**config.mk**
```make
export PLATFORM = sky130hd
export DESIGN_NAME = button_conditioner_flat
export DESIGN_NICKNAME = d
export VERILOG_FILES = /design/src/rtl/button_conditioner_if.sv /design/src/rtl/button_conditioner.sv /design/src/flat_wrapper.sv
export SDC_FILE = /design/constraint.sdc
export NUM_CORES = 1
export LEC_CHECK = 0
export BUFFER_PORTS_ARGS = -buffer_cell sky130_fd_sc_hd__buf_2
export CORE_ASPECT_RATIO = 0.6
export CORE_MARGIN = 5
export CORE_UTILIZATION = 45
export CTS_BUF_LIST = sky130_fd_sc_hd__clkbuf_16
export DETAILED_ROUTE_END_ITERATION = 7
export GPL_ROUTABILITY_DRIVEN = 0
export PLACE_DENSITY = 0.72
export SLEW_MARGIN = 40
export SYNTH_ARGS = -nofsm -noshare
export SYNTH_HDL_FRONTEND = slang
export SYNTH_SLANG_ARGS = --single-unit
```
**constraint.sdc**
```tcl
create_clock -name clk -period 2.1 [get_ports clk]
set_input_delay 0.21 -clock clk [delete_from_list [all_inputs] [get_ports clk]]
set_output_delay 0.21 -clock clk [all_outputs]
set_load 0.01 [all_outputs]
```
**src/rtl/button_conditioner_if.sv**
```systemverilog
// Push-button bundle between the board pins and the conditioner: raw levels in,
// debounced level and press/release/repeat pulses out.
interface button_conditioner_if #(
    parameter int NUM_BTN = 5
);
    logic [NUM_BTN-1:0] btn_raw;
    logic [NUM_BTN-1:0] btn_db;
    logic [NUM_BTN-1:0] btn_scen;
    logic [NUM_BTN-1:0] btn_rel;
    logic [NUM_BTN-1:0] btn_mcen;

    modport master (output btn_raw, input btn_db, btn_scen, btn_rel, btn_mcen);
    modport slave  (input btn_raw, output btn_db, btn_scen, btn_rel, btn_mcen);
endinterface

```
**src/rtl/button_conditioner.sv**
```systemverilog
// Per-channel push-button conditioner: 2-flop synchroniser, debounce FSM and registered
// level/press/release outputs. Define BTN_AUTOREPEAT_EN to add auto-repeat pulses on btn_mcen.
module button_conditioner #(
    parameter int NUM_BTN       = 5,
    parameter int DEB_CYCLES    = 1000000,
    parameter int CNT_W         = 20,
    parameter int HOLD_CYCLES   = 50000000,
    parameter int REPEAT_CYCLES = 10000000
) (
    input  logic                 clk,
    input  logic                 rst,
    button_conditioner_if.slave  btn_if
);

    typedef enum logic [1:0] {
        IDLE        = 2'd0,
        DEB_PRESS   = 2'd1,
        PRESSED     = 2'd2,
        DEB_RELEASE = 2'd3
    } state_t;

    localparam logic [CNT_W-1:0] DEB_LAST = CNT_W'(DEB_CYCLES - 1);

    if (DEB_CYCLES < 2 || (64'(1) << CNT_W) < 64'(DEB_CYCLES) ||
        HOLD_CYCLES < 1 || REPEAT_CYCLES < 1) begin : g_bad_params
        $error("button_conditioner: illegal parameter combination");
    end

`ifdef BTN_AUTOREPEAT_EN
    localparam int REP_MAX = (HOLD_CYCLES > REPEAT_CYCLES) ? HOLD_CYCLES : REPEAT_CYCLES;
    localparam int REP_W   = $clog2(REP_MAX + 1);
    localparam logic [REP_W-1:0] HOLD_LAST   = REP_W'(HOLD_CYCLES - 1);
    localparam logic [REP_W-1:0] REPEAT_LAST = REP_W'(REPEAT_CYCLES - 1);
`endif

    logic [NUM_BTN-1:0] sync1_q, sync1_d;
    logic [NUM_BTN-1:0] sync2_q, sync2_d;

    always_comb begin
        sync1_d = btn_if.btn_raw;
        sync2_d = sync1_q;
    end

    always_ff @(posedge clk) begin
        if (rst) begin
            sync1_q <= '0;
            sync2_q <= '0;
        end else begin
            sync1_q <= sync1_d;
            sync2_q <= sync2_d;
        end
    end

    genvar gi;
    generate
        for (gi = 0; gi < NUM_BTN; gi++) begin : g_chan
            state_t           state_q, state_d;
            logic [CNT_W-1:0] cnt_q, cnt_d;
            logic             db_q, db_d;
            logic             scen_q, scen_d;
            logic             rel_q, rel_d;
            logic             mcen_q, mcen_d;
            logic             in_lvl;

            assign in_lvl = sync2_q[gi];

            always_ff @(posedge clk) begin
                if (rst) begin
                    state_q <= IDLE;
                    cnt_q   <= '0;
                end else begin
                    state_q <= state_d;
                    cnt_q   <= cnt_d;
                end
            end

            // A disagreeing sample abandons the debounce and returns to the settled state.
            always_comb begin
                state_d = state_q;
                cnt_d   = cnt_q;
                case (state_q)
                    IDLE: begin
                        if (in_lvl) begin
                            state_d = DEB_PRESS;
                            cnt_d   = '0;
                        end
                    end
                    DEB_PRESS: begin
                        if (!in_lvl)                 state_d = IDLE;
                        else if (cnt_q == DEB_LAST)  state_d = PRESSED;
                        else                         cnt_d   = cnt_q + CNT_W'(1);
                    end
                    PRESSED: begin
                        if (!in_lvl) begin
                            state_d = DEB_RELEASE;
                            cnt_d   = '0;
                        end
                    end
                    DEB_RELEASE: begin
                        if (in_lvl)                  state_d = PRESSED;
                        else if (cnt_q == DEB_LAST)  state_d = IDLE;
                        else                         cnt_d   = cnt_q + CNT_W'(1);
                    end
                    default: state_d = IDLE;
                endcase
            end

            always_comb begin
                db_d   = (state_d == PRESSED) || (state_d == DEB_RELEASE);
                scen_d = (state_q == DEB_PRESS) && (state_d == PRESSED);
                rel_d  = (state_q == DEB_RELEASE) && (state_d == IDLE);
            end

`ifdef BTN_AUTOREPEAT_EN
            logic [REP_W-1:0] rep_cnt_q, rep_cnt_d;
            logic             rep_phase_q, rep_phase_d;
            logic             rep_fire;

            // rep_phase_q selects the initial hold delay (0) or the steady repeat period (1).
            always_comb begin
                rep_cnt_d   = rep_cnt_q;
                rep_phase_d = rep_phase_q;
                rep_fire    = 1'b0;
                if (scen_d || !db_d) begin
                    rep_cnt_d   = '0;
                    rep_phase_d = 1'b0;
                end else if (rep_cnt_q == (rep_phase_q ? REPEAT_LAST : HOLD_LAST)) begin
                    rep_fire    = 1'b1;
                    rep_cnt_d   = '0;
                    rep_phase_d = 1'b1;
                end else begin
                    rep_cnt_d = rep_cnt_q + REP_W'(1);
                end
            end

            always_ff @(posedge clk) begin
                if (rst) begin
                    rep_cnt_q   <= '0;
                    rep_phase_q <= 1'b0;
                end else begin
                    rep_cnt_q   <= rep_cnt_d;
                    rep_phase_q <= rep_phase_d;
                end
            end

            assign mcen_d = scen_d | rep_fire;
`else
            assign mcen_d = scen_d;
`endif

            always_ff @(posedge clk) begin
                if (rst) begin
                    db_q   <= 1'b0;
                    scen_q <= 1'b0;
                    rel_q  <= 1'b0;
                    mcen_q <= 1'b0;
                end else begin
                    db_q   <= db_d;
                    scen_q <= scen_d;
                    rel_q  <= rel_d;
                    mcen_q <= mcen_d;
                end
            end

            assign btn_if.btn_db[gi]   = db_q;
            assign btn_if.btn_scen[gi] = scen_q;
            assign btn_if.btn_rel[gi]  = rel_q;
            assign btn_if.btn_mcen[gi] = mcen_q;
        end
    endgenerate

endmodule

```
**src/flat_wrapper.sv**
```systemverilog
// flat-port wrapper written by rule: the top's interface ports become plain ports
module button_conditioner_flat 
#(
    parameter int NUM_BTN       = 5,
    parameter int DEB_CYCLES    = 1000000,
    parameter int CNT_W         = 20,
    parameter int HOLD_CYCLES   = 50000000,
    parameter int REPEAT_CYCLES = 10000000
)
  (clk, rst, btn_if_btn_raw, btn_if_btn_db, btn_if_btn_scen, btn_if_btn_rel, btn_if_btn_mcen);
  button_conditioner_if #(.NUM_BTN(NUM_BTN)) btn_if_i ();
  input  logic clk;
  input  logic rst;
  input wire logic [$bits(btn_if_i.btn_raw)-1:0] btn_if_btn_raw;
  output wire logic [$bits(btn_if_i.btn_db)-1:0] btn_if_btn_db;
  output wire logic [$bits(btn_if_i.btn_scen)-1:0] btn_if_btn_scen;
  output wire logic [$bits(btn_if_i.btn_rel)-1:0] btn_if_btn_rel;
  output wire logic [$bits(btn_if_i.btn_mcen)-1:0] btn_if_btn_mcen;
  assign btn_if_i.btn_raw = btn_if_btn_raw;
  assign btn_if_btn_db = btn_if_i.btn_db;
  assign btn_if_btn_scen = btn_if_i.btn_scen;
  assign btn_if_btn_rel = btn_if_i.btn_rel;
  assign btn_if_btn_mcen = btn_if_i.btn_mcen;
  button_conditioner #(.NUM_BTN(NUM_BTN), .DEB_CYCLES(DEB_CYCLES), .CNT_W(CNT_W), .HOLD_CYCLES(HOLD_CYCLES), .REPEAT_CYCLES(REPEAT_CYCLES)) u_core (.clk(clk), .rst(rst), .btn_if(btn_if_i));
endmodule
```
==> results.json <==
{
  "path_clk_slew_ns": 0.06,
  "vias_per_cell": 5.60,
  "initial_core_util_pct": 46.4,
  "syn2layout_area_growth_pct": 20.5,
  "p_sw_w": 0.00133,
  "fmax_ghz": 0.460,
  "cp_top_family": "simple AND/OR/NAND/NOR gates",
  "min_period_ns": 2.17,
  "instances_no_fill": 1017,
  "die_x_um": 164,
  "cts_buffers": 17,
  "synthDistinctLibCells": 57,
  "drv_cap": 0,
  "status": "finished, violations left",
  "die_y_um": 102,
  "insertion_delay_ns": 0.43,
  "yosys_warnings": 0,
  "drt-initial-drc-count": 558,
  "htreeDepth": 4,
  "crit_type": "flip-flop to flip-flop",
  "critPathMaxStageDelay_ns": 0.59,
  "overflow": 0,
  "drtPass1Iterations": 5,
  "synthesis.area_mm2": 0.00640,
  "worstPathArrival_ns": 2.52,
  "fin_ws_ns": -0.0736,
  "synthArstFlopShare_pct": 0,
  "finalSetupViolations": 13,
  "reg2reg_slack_ns": -0.07,
  "yosys_most_used_dff": "dfxtp_1",
  "num-fill-cells": 1222,
  "hold_viol_final": 0,
  "fin_crit_sh_pct": 104,
  "worstMarginPinSlew_ns": 0.572,
  "path_cells": "or4bb_4, or4_4, o21ai_4, buf_6, o21ai_4, nor3_2",
  "crit_path_start_kind": "flip-flop",
  "grt_use_total_pct": 18.0,
  "cp.required_ns": 2.44,
  "hold_path.class": "primary input to flip-flop",
  "finClkSkew_ns": 0.0119,
  "nets": 824,
  "critPathBufInv": 1,
  "drive_above_1_share_pct": 19.0,
  "grt_start_max_net_pins": 65,
  "drt.antenna.violating_nets": 0,
  "antenna_found_initial": 0,
  "power_frac_clock_pct": 52.3,
  "dpl.hpwl_um": 10400,
  "synth.net_count": 759,
  "endpoint_kind": "flip-flop",
  "root_buffer": "clkbuf_16",
  "grt_pass1_wl_um": 24600,
  "cts_tree": "done",
  "swShare_pct": 22.7,
  "core_area_mm2": 0.0138,
  "cp_max_fo": 6,
  "cts_num_sinks": 135,
  "cpMostUsedCell": "o21ai_4",
  "p_leak_nw": 2.73,
  "synth_area_leaders": "dfxtp_1, nor2_1, xor2_1",
  "row_count": 33,
  "via_count": 5696,
  "failed_checks": "setup timing",
  "dp.cells": 977,
  "synth_edf_count": 0,
  "slew_headroom_pct": 61.9,
  "slew_violations": 0,
  "clock_path_buffers": 2,
  "grt_pass1_vias": 4821,
  "power_frac_comb_pct": 3.3,
  "syn_avg_cell_area_um2": 8.57,
  "rsz0062_at_grt": "yes",
  "synth_cells": 747,
  "synth_seq_cells": 135,
  "yosysTopAreaCellShare_pct": 42.2,
  "ys_seq_area_share_pct": 42.2,
  "ios": 27,
  "num_antenna_cells": 0,
  "die_area_mm2": 0.0168,
  "power.density_mw_per_mm2": 758,
  "fin_util_pct": 56.0,
  "pwr-share-seq_pct": 44.4,
  "port_buffers": 26,
  "post-route-drc-count": 0,
  "peakVddDrop_mv": 0.450,
  "wirelength_um": 15200,
  "crit_path_top_delay_cell": "or4_4",
  "power.internal_w": 0.00452,
  "synth_top_area_cell": "dfxtp_1",
  "wl_per_cell_um": 15.0
}
-- worst reg2reg max path, stage by stage, from the launching register on --
cell	delay (ns)
dfxtp_2	0.32
or4bb_4	0.54
or4_4	0.59
o21ai_4	0.25
buf_6	0.14
o21ai_4	0.08
nor3_2	0.19
-- placed cells by master, fill, tap and decap left out, types with 9 or more instances in the layout --
cell	instances
nor2b_1	12
nor2_1	80
nand2_1	58
buf_2	26
o21ai_0	17
and4_1	13
nor4_1	9
inv_1	18
clkbuf_16	17
xor2_1	28
a32o_1	12
nand3_1	41
nand4_1	31
and3_1	14
nor4b_1	21
or3_1	15
xnor2_1	28
nor3_1	31
a21oi_1	35
dfxtp_1	131
buf_4	63
-- metal layers --
layer / wire (um) / track usage [%]
met1: 8140 / 28.7
met2: 5950 / 23.4
met3: 1020 / 5.44
met4: 102 / 3.74
met5: 0 / 0
-- flip-flops by register name, summed over array words and instances (netlist names) --
register / flops
u_core.g_chan.cnt_q: 100
u_core.g_chan.state_q: 10
u_core.g_chan.db_q: 5
u_core.g_chan.rel_q: 5
u_core.sync1_q: 5
u_core.sync2_q: 5
u_core.g_chan.scen_q: 3
u_core.g_chan.mcen_q: 2
-- repair_timing --
action                     CTS  global route
gates cloned                 0             1
pin swaps                    3            10
hold buffers                 2             0
setup endpoints to repair   22            56
setup buffers                1             4
hold endpoints to repair     2             0
gates resized for setup      5            15
-- final timing paths --
check | start | to | cells after the start
setup / recovery | u_core.g_chan[0].cnt_q[15] | u_core.g_chan[0].cnt_q[2] | 6
hold / removal | btn_if_btn_raw[1] | u_core.sync1_q[1] | 2
setup reg to reg | u_core.g_chan[0].cnt_q[15] | u_core.g_chan[0].cnt_q[2] | 6
hold reg to reg | u_core.sync1_q[2] | u_core.sync2_q[2] | 1
-- stage by stage --
stage                     hold slack, ns  setup TNS, ns  cell area (um^2)  setup slack (ns)  total power (W)
after CTS                        0.00758        -0.0795              7640           -0.0404          0.00586
after global placement             0.422         -0.167              6980           -0.0732          0.00282
after floorplan                    0.338              0              6400            0.0350          0.00276
final                            0.00190         -0.401              7720           -0.0736          0.00585
after global routing              0.0221          -1.82              7720            -0.132          0.00602
after detailed placement           0.420         -0.798              6990            -0.125          0.00283
-- power by group through the flow --
stage / sequential (W) / combinational (W) / clock, W
5_1_grt: 0.00259 / 0.000213 / 0.00321
6_report: 0.00259 / 0.000194 / 0.00306
3_3_place_gp: 0.00265 / 0.000175 / 0
4_1_cts: 0.00259 / 0.000185 / 0.00309
2_1_floorplan: 0.00265 / 0.000114 / 0
3_5_place_dp: 0.00265 / 0.000177 / 0
-- cells by family (layout without fill, tap and decap cells) --
family          count (synthesis)  after routing  share of synthesized area [%]
fa+ha+maj                       5              5                          0.977
flops                         135            135                           42.2
compound gates                116            117                           12.3
buf+inv                        67            144                           5.41
simple gates                  363            363                           30.7
xor+xnor                       57             57                           7.79
mux                             4              4                          0.625
-- cells in the mapped netlist (all sizes together), types with 2 or more instances --
cell type,n
nor2,80
nor4,9
and3,14
inv,17
nor4b,21
nor2b,12
a211oi,2
and4,13
nand4,31
clkbuf,23
a32o,12
and4b,2
xnor2,28
buf,27
or3b,2
a21oi,41
dfxtp,135
o2bb2ai,3
and2,9
o21ai,30
mux2i,4
or4,10
nand2,58
o32ai,5
o21a,3
a21o,5
o211ai,5
nand2b,2
xor2,29
or2,3
o2111ai,2
ha,5
nor3b,4
nand3,41
or3,15
or4bb,2
nor3,32
-- final cells by class --
class	instances	area (um^2)	share of cell area, %
clock buffers	17	425	5.51
multi-input cells	546	3420	44.3
inverters	17	63.8	0.827
well taps	192	240	3.11
repair buffers	95	686	8.89
clock inverters	15	178	2.30
flip-flops and latches	135	2710	35.1
No activity file was read; power rests on OpenSTA's default activity.
